<file path="src/rtl/axi_lite_arbiter_if.sv">
// rtl/axi_lite_arbiter_if.sv - AXI4-Lite bundle shared by the arbiter and its neighbours
// Purpose: carries the five AXI4-Lite channels (aw, w, b, ar, r).
// Ports (modports):
//   master - drives aw/w/ar payload and valid, bready, rready
//   slave  - drives awready, wready, arready, b and r payload and valid
interface axi_if #(
    parameter int ADDR_W = 32,
    parameter int DATA_W = 32
);
    logic [ADDR_W-1:0]   awaddr;
    logic [2:0]          awprot;
    logic                awvalid;
    logic                awready;
    logic [DATA_W-1:0]   wdata;
    logic [DATA_W/8-1:0] wstrb;
    logic                wvalid;
    logic                wready;
    logic [1:0]          bresp;
    logic                bvalid;
    logic                bready;
    logic [ADDR_W-1:0]   araddr;
    logic [2:0]          arprot;
    logic                arvalid;
    logic                arready;
    logic [DATA_W-1:0]   rdata;
    logic [1:0]          rresp;
    logic                rvalid;
    logic                rready;

    modport master (
        output awaddr, awprot, awvalid, input awready,
        output wdata, wstrb, wvalid, input wready,
        input bresp, bvalid, output bready,
        output araddr, arprot, arvalid, input arready,
        input rdata, rresp, rvalid, output rready
    );

    modport slave (
        input awaddr, awprot, awvalid, output awready,
        input wdata, wstrb, wvalid, output wready,
        output bresp, bvalid, input bready,
        input araddr, arprot, arvalid, output arready,
        output rdata, rresp, rvalid, input rready
    );
endinterface

</file>
<file path="src/rtl/axi_lite_arbiter.sv">
// rtl/axi_lite_arbiter.sv - two-master AXI4-Lite arbiter onto one downstream slave
// Purpose: grants one transaction (read or write) at a time to m0 (IFU) or m1 (LSU).
// Ports:
//   clk   - clock, rising edge
//   reset - synchronous, active-high
//   m0    - requester 0 (axi_if.slave)
//   m1    - requester 1 (axi_if.slave)
//   s     - shared downstream path (axi_if.master)
// FIXED_PRIO: 0 = round-robin on ties, 1 = m1 always wins ties.
module axi_lite_arbiter #(
    parameter bit FIXED_PRIO = 1'b0
) (
    input logic  clk,
    input logic  reset,
    axi_if.slave  m0,
    axi_if.slave  m1,
    axi_if.master s
);

    typedef enum logic [1:0] {IDLE, RD, WR} state_t;

    state_t state_q;
    logic   gnt_q;
    logic   last_q;
    logic   ar_done_q;
    logic   aw_done_q;
    logic   w_done_q;

    logic in_rd, in_wr;
    logic req0, req1, win, win_rd;
    logic g_arvalid, g_awvalid, g_wvalid, g_rready, g_bready;
    logic ar_hs, aw_hs, w_hs, r_hs, b_hs;
    logic rd0, rd1, wr0, wr1;

    assign in_rd = (state_q == RD);
    assign in_wr = (state_q == WR);

    assign req0 = m0.arvalid | m0.awvalid | m0.wvalid;
    assign req1 = m1.arvalid | m1.awvalid | m1.wvalid;

    // On a tie the master not served last wins, unless m1 has fixed priority.
    assign win    = (req0 & req1) ? (FIXED_PRIO ? 1'b1 : ~last_q) : req1;
    assign win_rd = win ? m1.arvalid : m0.arvalid;

    assign g_arvalid = gnt_q ? m1.arvalid : m0.arvalid;
    assign g_awvalid = gnt_q ? m1.awvalid : m0.awvalid;
    assign g_wvalid  = gnt_q ? m1.wvalid  : m0.wvalid;
    assign g_rready  = gnt_q ? m1.rready  : m0.rready;
    assign g_bready  = gnt_q ? m1.bready  : m0.bready;

    // Completed address/data channels are masked so a held valid is not re-issued.
    assign s.arvalid = in_rd & ~ar_done_q & g_arvalid;
    assign s.araddr  = in_rd ? (gnt_q ? m1.araddr : m0.araddr) : '0;
    assign s.arprot  = in_rd ? (gnt_q ? m1.arprot : m0.arprot) : '0;
    assign s.rready  = in_rd & g_rready;

    assign s.awvalid = in_wr & ~aw_done_q & g_awvalid;
    assign s.awaddr  = in_wr ? (gnt_q ? m1.awaddr : m0.awaddr) : '0;
    assign s.awprot  = in_wr ? (gnt_q ? m1.awprot : m0.awprot) : '0;
    assign s.wvalid  = in_wr & ~w_done_q & g_wvalid;
    assign s.wdata   = in_wr ? (gnt_q ? m1.wdata : m0.wdata) : '0;
    assign s.wstrb   = in_wr ? (gnt_q ? m1.wstrb : m0.wstrb) : '0;
    assign s.bready  = in_wr & g_bready;

    assign ar_hs = in_rd & ~ar_done_q & g_arvalid & s.arready;
    assign aw_hs = in_wr & ~aw_done_q & g_awvalid & s.awready;
    assign w_hs  = in_wr & ~w_done_q & g_wvalid & s.wready;
    assign r_hs  = in_rd & s.rvalid & g_rready;
    assign b_hs  = in_wr & s.bvalid & g_bready;

    assign rd0 = in_rd & ~gnt_q;
    assign rd1 = in_rd & gnt_q;
    assign wr0 = in_wr & ~gnt_q;
    assign wr1 = in_wr & gnt_q;

    assign m0.arready = rd0 & ~ar_done_q & s.arready;
    assign m0.rvalid  = rd0 & s.rvalid;
    assign m0.rdata   = rd0 ? s.rdata : '0;
    assign m0.rresp   = rd0 ? s.rresp : '0;
    assign m0.awready = wr0 & ~aw_done_q & s.awready;
    assign m0.wready  = wr0 & ~w_done_q & s.wready;
    assign m0.bvalid  = wr0 & s.bvalid;
    assign m0.bresp   = wr0 ? s.bresp : '0;

    assign m1.arready = rd1 & ~ar_done_q & s.arready;
    assign m1.rvalid  = rd1 & s.rvalid;
    assign m1.rdata   = rd1 ? s.rdata : '0;
    assign m1.rresp   = rd1 ? s.rresp : '0;
    assign m1.awready = wr1 & ~aw_done_q & s.awready;
    assign m1.wready  = wr1 & ~w_done_q & s.wready;
    assign m1.bvalid  = wr1 & s.bvalid;
    assign m1.bresp   = wr1 ? s.bresp : '0;

    always_ff @(posedge clk) begin
        if (reset) begin
            state_q   <= IDLE;
            gnt_q     <= 1'b0;
            last_q    <= 1'b1;
            ar_done_q <= 1'b0;
            aw_done_q <= 1'b0;
            w_done_q  <= 1'b0;
        end else begin
            case (state_q)
                IDLE: begin
                    if (req0 | req1) begin
                        gnt_q     <= win;
                        last_q    <= win;
                        ar_done_q <= 1'b0;
                        aw_done_q <= 1'b0;
                        w_done_q  <= 1'b0;
                        state_q   <= win_rd ? RD : WR;
                    end
                end
                RD: begin
                    if (ar_hs) ar_done_q <= 1'b1;
                    if (r_hs)  state_q   <= IDLE;
                end
                WR: begin
                    if (aw_hs) aw_done_q <= 1'b1;
                    if (w_hs)  w_done_q  <= 1'b1;
                    if (b_hs)  state_q   <= IDLE;
                end
                default: state_q <= IDLE;
            endcase
        end
    end

endmodule

</file>
<file path="src/flat_wrapper.sv">
// flat-port wrapper written by rule: the top's interface ports become plain ports
module axi_lite_arbiter_flat 
#(
    parameter bit FIXED_PRIO = 1'b0
)
  (clk, reset, m0_awaddr, m0_awprot, m0_awvalid, m0_awready, m0_wdata, m0_wstrb, m0_wvalid, m0_wready, m0_bresp, m0_bvalid, m0_bready, m0_araddr, m0_arprot, m0_arvalid, m0_arready, m0_rdata, m0_rresp, m0_rvalid, m0_rready, m1_awaddr, m1_awprot, m1_awvalid, m1_awready, m1_wdata, m1_wstrb, m1_wvalid, m1_wready, m1_bresp, m1_bvalid, m1_bready, m1_araddr, m1_arprot, m1_arvalid, m1_arready, m1_rdata, m1_rresp, m1_rvalid, m1_rready, s_awaddr, s_awprot, s_awvalid, s_awready, s_wdata, s_wstrb, s_wvalid, s_wready, s_bresp, s_bvalid, s_bready, s_araddr, s_arprot, s_arvalid, s_arready, s_rdata, s_rresp, s_rvalid, s_rready);
  axi_if m0_i ();
  axi_if m1_i ();
  axi_if s_i ();
  input logic clk;
  input logic reset;
  input wire logic [$bits(m0_i.awaddr)-1:0] m0_awaddr;
  input wire logic [$bits(m0_i.awprot)-1:0] m0_awprot;
  input wire logic [$bits(m0_i.awvalid)-1:0] m0_awvalid;
  output wire logic [$bits(m0_i.awready)-1:0] m0_awready;
  input wire logic [$bits(m0_i.wdata)-1:0] m0_wdata;
  input wire logic [$bits(m0_i.wstrb)-1:0] m0_wstrb;
  input wire logic [$bits(m0_i.wvalid)-1:0] m0_wvalid;
  output wire logic [$bits(m0_i.wready)-1:0] m0_wready;
  output wire logic [$bits(m0_i.bresp)-1:0] m0_bresp;
  output wire logic [$bits(m0_i.bvalid)-1:0] m0_bvalid;
  input wire logic [$bits(m0_i.bready)-1:0] m0_bready;
  input wire logic [$bits(m0_i.araddr)-1:0] m0_araddr;
  input wire logic [$bits(m0_i.arprot)-1:0] m0_arprot;
  input wire logic [$bits(m0_i.arvalid)-1:0] m0_arvalid;
  output wire logic [$bits(m0_i.arready)-1:0] m0_arready;
  output wire logic [$bits(m0_i.rdata)-1:0] m0_rdata;
  output wire logic [$bits(m0_i.rresp)-1:0] m0_rresp;
  output wire logic [$bits(m0_i.rvalid)-1:0] m0_rvalid;
  input wire logic [$bits(m0_i.rready)-1:0] m0_rready;
  input wire logic [$bits(m1_i.awaddr)-1:0] m1_awaddr;
  input wire logic [$bits(m1_i.awprot)-1:0] m1_awprot;
  input wire logic [$bits(m1_i.awvalid)-1:0] m1_awvalid;
  output wire logic [$bits(m1_i.awready)-1:0] m1_awready;
  input wire logic [$bits(m1_i.wdata)-1:0] m1_wdata;
  input wire logic [$bits(m1_i.wstrb)-1:0] m1_wstrb;
  input wire logic [$bits(m1_i.wvalid)-1:0] m1_wvalid;
  output wire logic [$bits(m1_i.wready)-1:0] m1_wready;
  output wire logic [$bits(m1_i.bresp)-1:0] m1_bresp;
  output wire logic [$bits(m1_i.bvalid)-1:0] m1_bvalid;
  input wire logic [$bits(m1_i.bready)-1:0] m1_bready;
  input wire logic [$bits(m1_i.araddr)-1:0] m1_araddr;
  input wire logic [$bits(m1_i.arprot)-1:0] m1_arprot;
  input wire logic [$bits(m1_i.arvalid)-1:0] m1_arvalid;
  output wire logic [$bits(m1_i.arready)-1:0] m1_arready;
  output wire logic [$bits(m1_i.rdata)-1:0] m1_rdata;
  output wire logic [$bits(m1_i.rresp)-1:0] m1_rresp;
  output wire logic [$bits(m1_i.rvalid)-1:0] m1_rvalid;
  input wire logic [$bits(m1_i.rready)-1:0] m1_rready;
  output wire logic [$bits(s_i.awaddr)-1:0] s_awaddr;
  output wire logic [$bits(s_i.awprot)-1:0] s_awprot;
  output wire logic [$bits(s_i.awvalid)-1:0] s_awvalid;
  input wire logic [$bits(s_i.awready)-1:0] s_awready;
  output wire logic [$bits(s_i.wdata)-1:0] s_wdata;
  output wire logic [$bits(s_i.wstrb)-1:0] s_wstrb;
  output wire logic [$bits(s_i.wvalid)-1:0] s_wvalid;
  input wire logic [$bits(s_i.wready)-1:0] s_wready;
  input wire logic [$bits(s_i.bresp)-1:0] s_bresp;
  input wire logic [$bits(s_i.bvalid)-1:0] s_bvalid;
  output wire logic [$bits(s_i.bready)-1:0] s_bready;
  output wire logic [$bits(s_i.araddr)-1:0] s_araddr;
  output wire logic [$bits(s_i.arprot)-1:0] s_arprot;
  output wire logic [$bits(s_i.arvalid)-1:0] s_arvalid;
  input wire logic [$bits(s_i.arready)-1:0] s_arready;
  input wire logic [$bits(s_i.rdata)-1:0] s_rdata;
  input wire logic [$bits(s_i.rresp)-1:0] s_rresp;
  input wire logic [$bits(s_i.rvalid)-1:0] s_rvalid;
  output wire logic [$bits(s_i.rready)-1:0] s_rready;
  assign m0_i.awaddr = m0_awaddr;
  assign m0_i.awprot = m0_awprot;
  assign m0_i.awvalid = m0_awvalid;
  assign m0_awready = m0_i.awready;
  assign m0_i.wdata = m0_wdata;
  assign m0_i.wstrb = m0_wstrb;
  assign m0_i.wvalid = m0_wvalid;
  assign m0_wready = m0_i.wready;
  assign m0_bresp = m0_i.bresp;
  assign m0_bvalid = m0_i.bvalid;
  assign m0_i.bready = m0_bready;
  assign m0_i.araddr = m0_araddr;
  assign m0_i.arprot = m0_arprot;
  assign m0_i.arvalid = m0_arvalid;
  assign m0_arready = m0_i.arready;
  assign m0_rdata = m0_i.rdata;
  assign m0_rresp = m0_i.rresp;
  assign m0_rvalid = m0_i.rvalid;
  assign m0_i.rready = m0_rready;
  assign m1_i.awaddr = m1_awaddr;
  assign m1_i.awprot = m1_awprot;
  assign m1_i.awvalid = m1_awvalid;
  assign m1_awready = m1_i.awready;
  assign m1_i.wdata = m1_wdata;
  assign m1_i.wstrb = m1_wstrb;
  assign m1_i.wvalid = m1_wvalid;
  assign m1_wready = m1_i.wready;
  assign m1_bresp = m1_i.bresp;
  assign m1_bvalid = m1_i.bvalid;
  assign m1_i.bready = m1_bready;
  assign m1_i.araddr = m1_araddr;
  assign m1_i.arprot = m1_arprot;
  assign m1_i.arvalid = m1_arvalid;
  assign m1_arready = m1_i.arready;
  assign m1_rdata = m1_i.rdata;
  assign m1_rresp = m1_i.rresp;
  assign m1_rvalid = m1_i.rvalid;
  assign m1_i.rready = m1_rready;
  assign s_awaddr = s_i.awaddr;
  assign s_awprot = s_i.awprot;
  assign s_awvalid = s_i.awvalid;
  assign s_i.awready = s_awready;
  assign s_wdata = s_i.wdata;
  assign s_wstrb = s_i.wstrb;
  assign s_wvalid = s_i.wvalid;
  assign s_i.wready = s_wready;
  assign s_i.bresp = s_bresp;
  assign s_i.bvalid = s_bvalid;
  assign s_bready = s_i.bready;
  assign s_araddr = s_i.araddr;
  assign s_arprot = s_i.arprot;
  assign s_arvalid = s_i.arvalid;
  assign s_i.arready = s_arready;
  assign s_i.rdata = s_rdata;
  assign s_i.rresp = s_rresp;
  assign s_i.rvalid = s_rvalid;
  assign s_rready = s_i.rready;
  axi_lite_arbiter #(.FIXED_PRIO(FIXED_PRIO)) u_core (.clk(clk), .reset(reset), .m0(m0_i), .m1(m1_i), .s(s_i));
endmodule
</file>
<file path="config.mk">
export PLATFORM = sky130hd
export DESIGN_NAME = axi_lite_arbiter_flat
export DESIGN_NICKNAME = d
export VERILOG_FILES = /design/src/rtl/axi_lite_arbiter_if.sv /design/src/rtl/axi_lite_arbiter.sv /design/src/flat_wrapper.sv
export SDC_FILE = /design/constraint.sdc
export NUM_CORES = 1
export LEC_CHECK = 0
export ABC_AREA = 1
export ABC_CLOCK_PERIOD_IN_PS = 1700
export CELL_PAD_IN_SITES_DETAIL_PLACEMENT = 0
export CELL_PAD_IN_SITES_GLOBAL_PLACEMENT = 1
export CORE_AREA = 2 2 179 181
export DETAILED_ROUTE_END_ITERATION = 10
export DIE_AREA = 0 0 181 183
export GPL_TIMING_DRIVEN = 0
export PLACE_DENSITY_LB_ADDON = 0.1
export SYNTH_ARGS = -nofsm -noshare
export SYNTH_HDL_FRONTEND = slang
export SYNTH_SLANG_ARGS = --single-unit
</file>
<file path="constraint.sdc">
create_clock -name clk -period 1.7 [get_ports clk]
set_clock_uncertainty 0.1 [all_clocks]
set_input_delay 0.34 -clock clk [delete_from_list [all_inputs] [get_ports clk]]
set_output_delay 0.34 -clock clk [all_outputs]
set_load 0.02 [all_outputs]
</file>
-- Yosys cells after proc, flatten, opt, wreduce, memory -nomap -nowiden
Cells that the tools add are included.
- bitwise gates (word level): 46
- multiply operators: 0
- order comparisons: 0
- reduce and logical (&&, ||, !) cells: 8
- add/subtract/negate cells: 0
- equality and inequality tests: 8
- divide/modulo/power cells: 0
- shift operators: 0
- mux-type cells: 37
- operators by type and width (kind ; number):
    $mux 32 ; 8
    $and 1x1->1 ; 36
    $mux 2 ; 8
    $mux 3 ; 4
    $reduce_and 3->1 ; 4
    $mux 1 ; 11
    $ne 2x2->1 const B ; 5
    $mux 4 ; 2
    $pmux 1 s2 ; 3
    $pmux 2 s3 ; 1
    $not 1->1 ; 5
    $or 1x1->1 ; 5
    $reduce_bool 2->1 ; 2
    $eq 2x1->1 const B ; 1
    $eq 2x2->1 const B ; 1
    $logic_not 2->1 ; 1
    $ne 2x1->1 const B ; 1
    $reduce_and 2->1 ; 1
- bits in read-only memories: 0
- input port bits: 265
- output and inout bits: 193
- flip-flop bits (word level): 7
- word-level logic and storage cells: 105
- latch bits: 0
- memories: 0
- bits in writable memories: 0

-- Depth between registers and ports, before layout
Gate-level depths: netlist of the first run.
- depth after elaboration: 8
- gate-level depth with buffers: 10

-- Least setup slack after synthesis of the first run
OpenSTA, ideal clock, no wires.
- path kind: reg2out
- start point: register u_core.state_q[0]
- end point: output m0_awready
- setup slack: -16 ps
- path buffers: 2
- arrival time: 1276 ps
- stages on the path, launching flop included: 8
- cells stage by stage: dfxtp_1 > inv_1 > nand2_2 > nor2_1 > buf_2 > buf_2 > inv_1 > nor2_1
- cells in the longest elaborated chain, start to end: 4
- RTL lines (element ; RTL line ; RTL):
    from (decl) ; axi_lite_arbiter.sv:22 ; state_t state_q;
    from (signal assigned) ; axi_lite_arbiter.sv:111 ; state_q <= win_rd ? RD : WR;
    $eq 2x2->1 ; axi_lite_arbiter.sv:36 ; assign in_wr = (state_q == WR);
    $and 1x1->1 ; axi_lite_arbiter.sv:73 ; assign wr0 = in_wr & ~gnt_q;
    $and 1x1->1 (2 in a row) ; axi_lite_arbiter.sv:80 ; assign m0.awready = wr0 & ~aw_done_q & s.awready;
    to (decl) ; flat_wrapper.sv:15 ; output wire logic [$bits(m0_i.awready)-1:0] m0_awready;
No other way between the ends.

-- Final worst setup path of the first run
- start point: register u_core.gnt_q
- end point: output s_awaddr[4]
- cells in the longest elaborated chain, start to end: 2
- RTL lines (element ; RTL line ; RTL):
    from (decl) ; axi_lite_arbiter.sv:23 ; logic gnt_q;
    from (signal assigned) ; axi_lite_arbiter.sv:106 ; gnt_q <= win;
    $mux 32 (2 in a row) ; axi_lite_arbiter.sv:58 ; assign s.awaddr = in_wr ? (gnt_q ? m1.awaddr : m0.awaddr) : '0;
    to (decl) ; flat_wrapper.sv:50 ; output wire logic [$bits(s_i.awaddr)-1:0] s_awaddr;
No other way between the ends.

==> results of run 1 <==
[registers in the layout, indices dropped and copies added, names as in the netlist]
| name | count |
|---|---|
| u_core.state_q | 2 |
| u_core.gnt_q | 1 |
| u_core.last_q | 1 |
| u_core.w_done_q | 1 |
| u_core.aw_done_q | 1 |
| u_core.ar_done_q | 1 |
[how the worst max path moves through the flow]
stage,slack [ps],from,depth (start not counted),end
CTS,-250,u_core.state_q[0],7,s_wdata[26]
finish,-230,u_core.gnt_q,6,s_awaddr[4]
global route,-310,u_core.gnt_q,7,m0_bresp[0]
global placement,-900,u_core.gnt_q,5,m1_rdata[10]
detailed placement,-900,u_core.gnt_q,6,m0_rdata[4]
floorplan,-20,u_core.state_q[0],7,m0_awready
[power groups by stage]
stage | registers, mW | clock network, mW | logic, mW
global route | 0.286 | 0.419 | 6.54
global placement | 0.255 | 0 | 5.47
finish | 0.276 | 0.404 | 6.11
floorplan | 0.240 | 0 | 2.55
CTS | 0.269 | 0.411 | 5.83
detailed placement | 0.254 | 0 | 5.38
[final cells by class]
| cell class | count | area share (%) |
|---|---|---|
| repair buffers | 469 | 57.8 |
| multi-input cells | 323 | 24.0 |
| well taps | 402 | 6.46 |
| plain buffers | 34 | 6.06 |
| inverters | 53 | 2.72 |
| flip-flops and latches | 7 | 1.88 |
| clock buffers | 4 | 1.01 |
| diodes | 4 | 0.129 |
[Yosys cell counts (2+ instances only)]
cell      count  area share [%]
o21ai_0       2            0.46
nand2_1     105              18
buf_2        29             6.7
buf_4         2            0.69
inv_1        52             9.0
nand3_1       4            0.92
nor2_1       90              16
a22o_1       71              29
clkbuf_1      2            0.35
nor3_1        2            0.46
dfxtp_1       7             6.5
a21oi_1      44              10
nand2_2       2            0.58
[cells by family after synthesis]
family / after synthesis / share of synthesized area, %
and+or+nand+nor: 205 / 36.6
AOI/OAI and AO/OA: 118 / 39.8
buffers and inverters: 87 / 17.1
DFF: 7 / 6.47
[stage by stage]
step / TNS [ps] / instance area, µm² / hold WS [ps]
final: -22750 / 7780 / 363
after detailed placement: -147990 / 7240 / 352
after floorplan: -79.8 / 2160 / 309
after CTS: -33820 / 7440 / 362
after global routing: -37330 / 7780 / 424
after global placement: -151470 / 7240 / 354
[critical path, cell delays in order (launching register included)]
cell     delay [ps]
dfxtp_4         370
buf_12          130
nor2_4          130
buf_12          160
buf_8           130
a22o_1          180
buf_6           130
[routing by layer]
metal	global-route usage, %	vias up	part of all wire (%)
met5	0	-	0.16
met4	3.64	6	2.7
met3	4.07	32	9.2
met2	25.4	258	54
met1	12.3	2093	34
li1	-	2322	-
[timing repair]
item | 4_1_cts | 5_1_grt
endpoints found under the setup margin | 198 | 194
pin swaps | 22 | 7
buffers inserted | 5 | 3
cloned | 4 | 0
gates resized for setup | 1029 | 186
hold endpoints to repair | 0 | 0
==> results.md, run 1 <==
* Outcome: finished with violations
* Failing checks: negative setup slack
* TritonCTS buffer count at 3
* Number of synthesized flops with an enable pin at 0
* Peak fanout along the critical path at 10
* Most common library cell in the layout ignoring fill and taps: clkdlybuf4s50_1
* Share of final-layout standard cells stronger than drive strength 1 at about a third
* Root Driver: clkbuf_16
* Worst Setup Start Kind: flop
* Die outline area at 0.0331 mm²
* Placed Instances at around 1300
* Number of cell instances on the worst register-to-register path at 8
* Average vias per placed instance at 3.64
* Max H-tree Level at 1
* Clock Tree Buf Depth at 2
* Post-route DRC violation count at 0
* Global route total overflow at 0
* Endpoint, Worst Hold: u_core.last_q
* Final hold violation count at 0
* Synthesized net count at ~700
* Clock Power Share at 5.9%
* Count of antenna-violating nets left after detailed routing at 0
* Floorplan die width at approximately 180 µm
* Multi-input combinational cell area at 0.00187 mm²
* Switching Fraction at approximately half
* Distinct cells, synth at 18
* Number of synthesized register bits at 7
* # port buffers at 457
* RR Endpoint: u_core.state_q[1]
* Sort of element at the end of the critical path: primary output
* Final period demand of the worst path at 1930 ps
* First-pass GRT wire length at 31800 µm
* Startpoint of the lowest-slack register-to-register path: u_core.gnt_q
* Leakage power of the design at between 3 and 4 nW
* Achievable frequency at 0.518 GHz
* Comb power frac at 90.0%
* Synthesized area per cell at 5.19 µm²
* Most used cells in the layout excluding fill and tap cells: clkdlybuf4s50_1, buf_4, nand2_1
* Share of async-settable or async-resettable flops after synthesis at 0%
* Post-layout nets at between 1000 and 1500
* Core Rows at between 60 and 70
* Total standard cell area after synthesis at 0.00216 mm²
* Leading register cell type out of synthesis: dfxtp_1
* Layout filler cell count at 3513
* Final count of negative-setup-slack endpoints at 177
* FF/Latch Area at about 150 µm²
* Worst endpoint required time at ~1300 ps
* Rel. slew slack at 75.4%
* Final Cycle Share at 114%
* Clock-pin slew on the worst setup and hold paths at 40 ps
* Signal arrival time at the worst endpoint at 1490 ps
* Total global-route track usage at 12.7%
* Iteration-0 DRC count of the detailed router at 142
* Core Box Area at 0.0312 mm²
* Post-Route WL at 22600 µm
* 1st-pass router iterations at 4
* Share of synthesized area occupied by flip-flops and latches at 6.47%
* Type of the most critical hold path: flop to flop
* Portion of total power attributed to sequential cells at 4.1%
* Half-perimeter wire length after placement at 19300 µm
* Number of standard cells in the final layout excluding fillers at 1296
* Placement Setup Slack at -897 ps
* Post-layout power at 6.79 mW
* RSZ-0062 raised after global routing: yes
* Number of buffers added to fix hold violations after cts at 0
* Vias in the first global route at ~4800
* Overall die height at 183 µm
* Total internal power at 3.52 mW
* Depth of the worst hold-timing path at 2
* Max capacitance violation total at 0
* Startpoint of the worst hold path: u_core.last_q
* Type of the worst setup path: flop to primary output
* Number of vias in the routed layout at 4711
* GP Congestion at ~0.75
* Cells after Synth at 417
* Least-Margin Pin Slew at around 370 ps
* Worst Setup Slack, final at -231 ps
* Synth-to-layout area growth at 260%
* Number of primary I/O pins at 458
* CTS tree: built
* Drt wl/cell at ~17 µm
* Power Dens Cells at 873 mW/mm²
* Number of antenna violations at the first check in global routing at 6
* Pins Over Slew Limit at 0
* Worst-case vdd ir drop at 0.247 mV
* Initial Util at 6.93%
* Synthesis warning total at 0
* Sw power at between 3 and 4 mW
* Clock latency at the later pin of the worst-skew pair at 230 ps
* Post-Route Utilization at 24.9%
* Clk sink count at 7
* Largest net degree at the start of global routing at 11
* Internal reg-to-reg setup slack at approximately 250 ps
Power figures use the tool's default switching activity.
==> inputs of run 2 (changes only) <==
--- a/config.mk
+++ b/config.mk
@@ -6,7 +6,6 @@
 export NUM_CORES = 1
 export LEC_CHECK = 0
 export ABC_AREA = 1
-export ABC_CLOCK_PERIOD_IN_PS = 1700
 export CELL_PAD_IN_SITES_DETAIL_PLACEMENT = 0
 export CELL_PAD_IN_SITES_GLOBAL_PLACEMENT = 1
 export CORE_AREA = 2 2 179 181
@@ -14,6 +13,7 @@
 export DIE_AREA = 0 0 181 183
 export GPL_TIMING_DRIVEN = 0
 export PLACE_DENSITY_LB_ADDON = 0.1
+export RECOVER_POWER = 50
 export SYNTH_ARGS = -nofsm -noshare
 export SYNTH_HDL_FRONTEND = slang
 export SYNTH_SLANG_ARGS = --single-unit
==> run 2 against run 1 <==
Via count did not move. Total power barely moved. Die area is the same. Fmax about the same. Clock power about the same. Critical path depth unchanged. Critical path type unchanged. Hold slack unchanged. Global-route usage did not move. Non-clock buffer count is the same. Flip-flop and latch count is the same. Register-to-register slack about the same. Design area is essentially flat. The flow still finishes with violations (negative setup slack).
==> results.md, run 2 (synthesized netlist as in run 1, its figures left out) <==
* Overall die height at 183 µm (unchanged)
* Worst Setup Slack, final at -231 ps (about the same)
* Least-Margin Pin Slew at 368 ps (unchanged)
* Wire length on met3 at 2080 µm (about the same)
* RSZ-0062 raised after global routing: yes (unchanged)
* Final period demand of the worst path at 1930 ps (about the same)
* Post-route DRC violation count at 0 (unchanged)
* Number of standard cells in the final layout excluding fillers at 1296 (unchanged)
* Share of final-layout standard cells stronger than drive strength 1 at 32.6% (unchanged)
* Clk sink count at 7 (unchanged)
* Clock Tree Buf Depth at 2 (unchanged)
* Max H-tree Level at 1 (unchanged)
* Placed Instances at 1276 (unchanged)
* Clock latency at the later pin of the worst-skew pair at 230 ps (about the same)
* Drt wl/cell at 17.4 µm (about the same)
* Failing checks: negative setup slack (unchanged)
* Signal arrival time at the worst endpoint at 1490 ps (about the same)
* Top register by number of flip-flops: u_core.state_q (unchanged)
* Peak fanout along the critical path at 10 (unchanged)
* 1st-pass router iterations at 4 (unchanged)
* Final count of negative-setup-slack endpoints at 177 (unchanged)
* Type of the worst setup path: flop to primary output (unchanged)
* Max layer used: met5 (unchanged)
* Number of flip-flops under the largest register name at 2 (unchanged)
* # port buffers at 457 (unchanged)
* Core Rows at 65 (unchanged)
* Outcome: finished with violations (unchanged)
* Final hold violation count at 0 (unchanged)
* Sort of element at the end of the critical path: primary output (unchanged)
* Leakage power of the design at 3.60 nW (about the same)
* Root Driver: clkbuf_16 (unchanged)
* Half-perimeter wire length after placement at 19300 µm (unchanged)
* Iteration-0 DRC count of the detailed router at 142 (unchanged)
* Number of primary I/O pins at 458 (unchanged)
* Clock-pin slew on the worst setup and hold paths at 40 ps (about the same)
* Type of the most critical hold path: flop to flop (unchanged)
* TritonCTS buffer count at 3 (unchanged)
* Synth-to-layout area growth at 259% (was 260%)
* Total global-route track usage at 12.7% (unchanged)
* Final Cycle Share at 114% (about the same)
* Worst-case vdd ir drop at 0.247 mV (about the same)
* GP Congestion at 0.754 (unchanged)
* Max capacitance violation total at 0 (unchanged)
* Initial Util at 6.93% (unchanged)
* Achievable frequency at 0.518 GHz (about the same)
* Worst Setup Start Kind: flop (unchanged)
* Number of vias in the routed layout at 4711 (unchanged)
* Core Box Area at 0.0312 mm² (unchanged)
* Global route total overflow at 0 (unchanged)
* Vias in the first global route at 4848 (unchanged)
* Pins Over Slew Limit at 0 (unchanged)
* Most common library cell in the layout ignoring fill and taps: clkdlybuf4s50_1 (unchanged)
* Met1 routed wirelength after detailed routing at 7630 µm (about the same)
* Worst endpoint required time at 1260 ps (about the same)
* First-pass GRT wire length at 31800 µm (unchanged)
* Number of antenna violations at the first check in global routing at 6 (unchanged)
* Post-layout nets at 1156 (unchanged)
* Post-Route WL at 22600 µm (about the same)
* CTS tree: built (unchanged)
* Final hold slack at 363 ps (unchanged)
* Count of antenna-violating nets left after detailed routing at 0 (unchanged)
* Most used cells in the layout excluding fill and tap cells: clkdlybuf4s50_1, buf_4, nand2_1 (unchanged)
* Die outline area at 0.0331 mm² (unchanged)
* Power Dens Cells at 873 mW/mm² (about the same)
* Detailed-routed wire length on met2 at 12200 µm (about the same)
* Rel. slew slack at 75.4% (unchanged)
* Largest net degree at the start of global routing at 11 (unchanged)
* Average vias per placed instance at 3.64 (unchanged)
* Post-layout power at 6.79 mW (about the same)
* Floorplan die width at 181 µm (unchanged)
[run 2: timing repair]
| action | 4_1_cts | 5_1_grt |
|---|---|---|
| cloned | 4 | 0 |
| gates resized for setup | 1029 | 186 |
| pin swaps | 22 | 7 |
| setup endpoints to repair | 198 | 194 |
| buffers inserted | 5 | 3 |
| hold buffers | 0 | 0 |
[run 2: area by class of cell]
class                           count  area, µm²
Fill cell                        3512      23400
Timing Repair Buffer              469       4490
Multi-Input combinational cell    323       1870
Tap cell                          402        503
Buffer                             34        472
Inverter                           53        211
Sequential cell                     7        146
Clock buffer                        4       78.8
Antenna cell                        4       10.0
[run 2: routing by layer]
| layer | global-route usage [%] | up-vias |
|---|---|---|
| li1 | - | 2323 |
| met1 | 12.3 | 2092 |
| met2 | 25.4 | 258 |
| met3 | 4.07 | 32 |
| met4 | 3.64 | 6 |
| met5 | 0 | - |
[run 2: worst max-delay path: stages, from the launching register on]
cell and delay (ps):
dfxtp_4 370, buf_12 130, nor2_4 130, buf_12 160, buf_8 130, a22o_1 180
buf_6 130
[run 2: where the power goes]
group | total [mW] | switching, mW | internal [mW] | leakage, nW
Sequential | 0.276 | 0.0594 | 0.217 | 0.0588
Combinational | 6.11 | 3.13 | 2.98 | 3.51
Clock | 0.404 | 0.0917 | 0.312 | 0.0382
[run 2: final timing paths]
path,start,to,slack [ps],cells past startpoint
worst min-delay path,u_core.last_q,u_core.last_q,360,2
worst min register to register,u_core.last_q,u_core.last_q,360,2
worst max register to register,u_core.gnt_q,u_core.state_q[1],250,8
worst max-delay path,u_core.gnt_q,s_awaddr[4],-230,6
[run 2: through the flow]
step	util, %	setup TNS (ps)	worst slack [ps]	area, µm²
finish	24.9	-22890	-231	7780
global route	24.9	-37910	-312	7780
CTS	23.8	-33820	-252	7440
detailed placement	23.2	-147990	-897	7240
global placement	23.2	-151470	-895	7240
floorplan	-	-79.8	-16.0	2160
==> inputs of run 3 (changes only) <==
--- a/config.mk
+++ b/config.mk
@@ -14,6 +14,7 @@
 export GPL_TIMING_DRIVEN = 0
 export PLACE_DENSITY_LB_ADDON = 0.1
 export RECOVER_POWER = 50
+export SKIP_LAST_GASP = 1
 export SYNTH_ARGS = -nofsm -noshare
 export SYNTH_HDL_FRONTEND = slang
 export SYNTH_SLANG_ARGS = --single-unit
==> run 3 against run 2 <==
The flow still finishes with violations (negative setup slack). Core utilization shrank 0.57 points. Clock power about the same. Flip-flop and latch count unchanged. Via count up 0.32%. Critical path depth grew 1. Fmax down 1.3%. Critical endpoint is now s_awaddr[12]. Largest cell class unchanged. Largest power group unchanged. Highest routed layer unchanged.
==> results.md, run 3 (synthesized netlist as in run 1, its figures left out) <==
* Outcome: finished with violations (unchanged)
* Failing checks: negative setup slack (unchanged)
* Worst Setup Start Kind: flop (unchanged)
* Post-layout power at 6.58 mW (was 6.79 mW)
* Core Rows at 65 (unchanged)
* Number of vias in the routed layout at 4726 (was 4711)
* Worst endpoint required time at 1260 ps (about the same)
* Initial Util at 6.93% (unchanged)
* Worst-case vdd ir drop at 0.246 mV (was 0.247 mV)
* GP Congestion at 0.754 (unchanged)
* Post-Route WL at 22600 µm (about the same)
* Least-Margin Pin Slew at 369 ps (was 368 ps)
* Cell type of the slowest stage on the worst timing path: dfxtp_4 (unchanged)
* Clk sink count at 7 (unchanged)
* Placed Instances at 1276 (unchanged)
* Final period demand of the worst path at 1960 ps (was 1930 ps)
* Final count of negative-setup-slack endpoints at 177 (unchanged)
* Pins Over Slew Limit at 0 (unchanged)
* Portion of total power attributed to sequential cells at 4.3% (was 4.1%)
* Switching Fraction at 49.2% (was 48.3%)
* Number of buffers added to fix hold violations after cts at 0 (unchanged)
* Power Dens Cells at 866 mW/mm² (was 873 mW/mm²)
* Max capacitance violation total at 0 (unchanged)
* Total internal power at 3.34 mW (was 3.51 mW)
* Clock Tree Buf Depth at 2 (unchanged)
* Peak fanout along the critical path at 10 (unchanged)
* Clock latency at the later pin of the worst-skew pair at 230 ps (about the same)
* Most common library cell in the layout ignoring fill and taps: clkdlybuf4s50_1 (unchanged)
* Number of buffers and inverters on the critical path at 4 (unchanged)
* Synth-to-layout area growth at 251% (was 259%)
* RSZ-0062 raised after global routing: yes (unchanged)
* Number of antenna violations at the first check in global routing at 5 (was 6)
* Drt wl/cell at 17.5 µm (was 17.4 µm)
* Root Driver: clkbuf_16 (unchanged)
* Overall die height at 183 µm (unchanged)
* Number of standard cells in the final layout excluding fillers at 1295 (was 1296)
* Total global-route track usage at 12.7% (about the same)
* Type of the worst setup path: flop to primary output (unchanged)
* CP cell instances: inv_2 -> nand2_4 -> nor2_4 -> buf_12 -> buf_8 -> a22o_1 -> buf_4 (was buf_12 -> nor2_4 -> buf_12 -> buf_8 -> a22o_1 -> buf_6)
* TritonCTS buffer count at 3 (unchanged)
* Largest incremental delay on the critical path at 350 ps (was 370 ps)
* Max H-tree Level at 1 (unchanged)
* Top register by number of flip-flops: u_core.state_q (unchanged)
* Vias in the first global route at 4831 (was 4848)
* Global route total overflow at 0 (unchanged)
* 1st-pass router iterations at 4 (unchanged)
* Floorplan die width at 181 µm (unchanged)
* Average vias per placed instance at 3.65 (was 3.64)
* Post-layout nets at 1156 (unchanged)
* Final hold violation count at 0 (unchanged)
* Largest net degree at the start of global routing at 11 (unchanged)
* Die outline area at 0.0331 mm² (unchanged)
* Iteration-0 DRC count of the detailed router at 130 (was 142)
* Half-perimeter wire length after placement at 19300 µm (unchanged)
* Type of the most critical hold path: flop to flop (unchanged)
* Leakage power of the design at 3.57 nW (was 3.60 nW)
* Rel. slew slack at 75.3% (was 75.4%)
* Count of antenna-violating nets left after detailed routing at 0 (unchanged)
* Largest delay share family, worst path: buffers and inverters (unchanged)
* Core Box Area at 0.0312 mm² (unchanged)
* Number of flip-flops under the largest register name at 2 (unchanged)
* Signal arrival time at the worst endpoint at 1520 ps (was 1490 ps)
* Number of primary I/O pins at 458 (unchanged)
* Sort of element at the end of the critical path: primary output (unchanged)
* # port buffers at 457 (unchanged)
* Achievable frequency at 0.511 GHz (was 0.518 GHz)
* Final Cycle Share at 115% (was 114%)
* Post-route DRC violation count at 0 (unchanged)
* Comb power frac at 89.6% (was 90.0%)
* Sw power at 3.24 mW (was 3.28 mW)
* Clock-pin slew on the worst setup and hold paths at 40 ps (about the same)
* Share of final-layout standard cells stronger than drive strength 1 at 32.2% (was 32.6%)
* Worst Setup Slack, final at -258 ps (was -231 ps)
* Most used cells in the layout excluding fill and tap cells: clkdlybuf4s50_1, buf_4, nand2_1 (unchanged)
* First-pass GRT wire length at 31700 µm (was 31800 µm)
* CTS tree: built (unchanged)
* Clock Power Share at 6.1% (was 5.9%)
==> run 3: changes by cell type in the layout (fill, tap and decap cells not counted), sizes merged <==
cell / previous run / this run
buf: 236 / 231
clkbuf: 7 / 8
clkdlybuf4s15: 0 / 3
clkdlybuf4s50: 262 / 263
diode: 4 / 3
dlygate4sd2: 0 / 1
dlymetal6s2s: 1 / 0
==> run 3: repair_timing <==
action / CTS / global route
setup buffers: 5 / 3
pin swaps: 7 / 13
gates resized for setup: 926 / 225
gates cloned: 4 / 0
setup endpoints to repair: 198 / 198
==> run 3: per-layer routing <==
layer	GRT usage, %	vias to the layer above	part of all wire, %
met1	12.4	2103	34
met4	3.51	6	3.3
met3	3.95	40	9.0
li1	-	2320	-
met5	0	-	0.14
met2	25.4	257	53
==> run 3: cell type report <==
| cell class | instances | area, µm² |
|---|---|---|
| Fill cell | 3533 | 23600 |
| Timing Repair Buffer | 469 | 4330 |
| Multi-Input combinational cell | 323 | 1860 |
| Tap cell | 402 | 503 |
| Buffer | 34 | 472 |
| Inverter | 53 | 211 |
| Sequential cell | 7 | 149 |
| Clock buffer | 4 | 78.8 |
| Antenna cell | 3 | 7.51 |
==> run 3: final timing paths <==
kind	depth (start not counted)	to	slack, ps	startpoint
setup / recovery	7	s_awaddr[12]	-260	u_core.state_q[0]
hold / removal	2	u_core.last_q	360	u_core.last_q
setup reg to reg	8	u_core.state_q[1]	240	u_core.gnt_q
hold reg to reg	2	u_core.last_q	360	u_core.last_q
==> run 3: power groups by stage <==
stage	Clock (mW)	Sequential (mW)	Combinational (mW)
6_report	0.402	0.281	5.90
2_1_floorplan	0	0.240	2.55
3_5_place_dp	0	0.254	5.38
5_1_grt	0.419	0.290	6.30
3_3_place_gp	0	0.255	5.47
4_1_cts	0.411	0.268	5.53
==> run 3: metrics by stage <==
stage	setup WS (ps)	TNS (ps)	hold WS, ps	util (%)	cell area (µm²)
4_1_cts	-254	-37250	362	23.2	7230
5_1_grt	-308	-38980	426	24.3	7600
3_3_place_gp	-895	-151470	354	23.2	7240
3_5_place_dp	-897	-147990	352	23.2	7240
6_report	-258	-25250	362	24.3	7600
2_1_floorplan	-16.0	-79.8	309	-	2160
==> run 3: worst reg2reg max path, stage by stage, from the launching register on <==
cell and delay [ps]:
dfxtp_4 410, inv_6 60, buf_4 130, nand2_1 90, nand2_1 90, a21oi_1 240, o21ai_0 130, inv_1 60
nor2_1 40
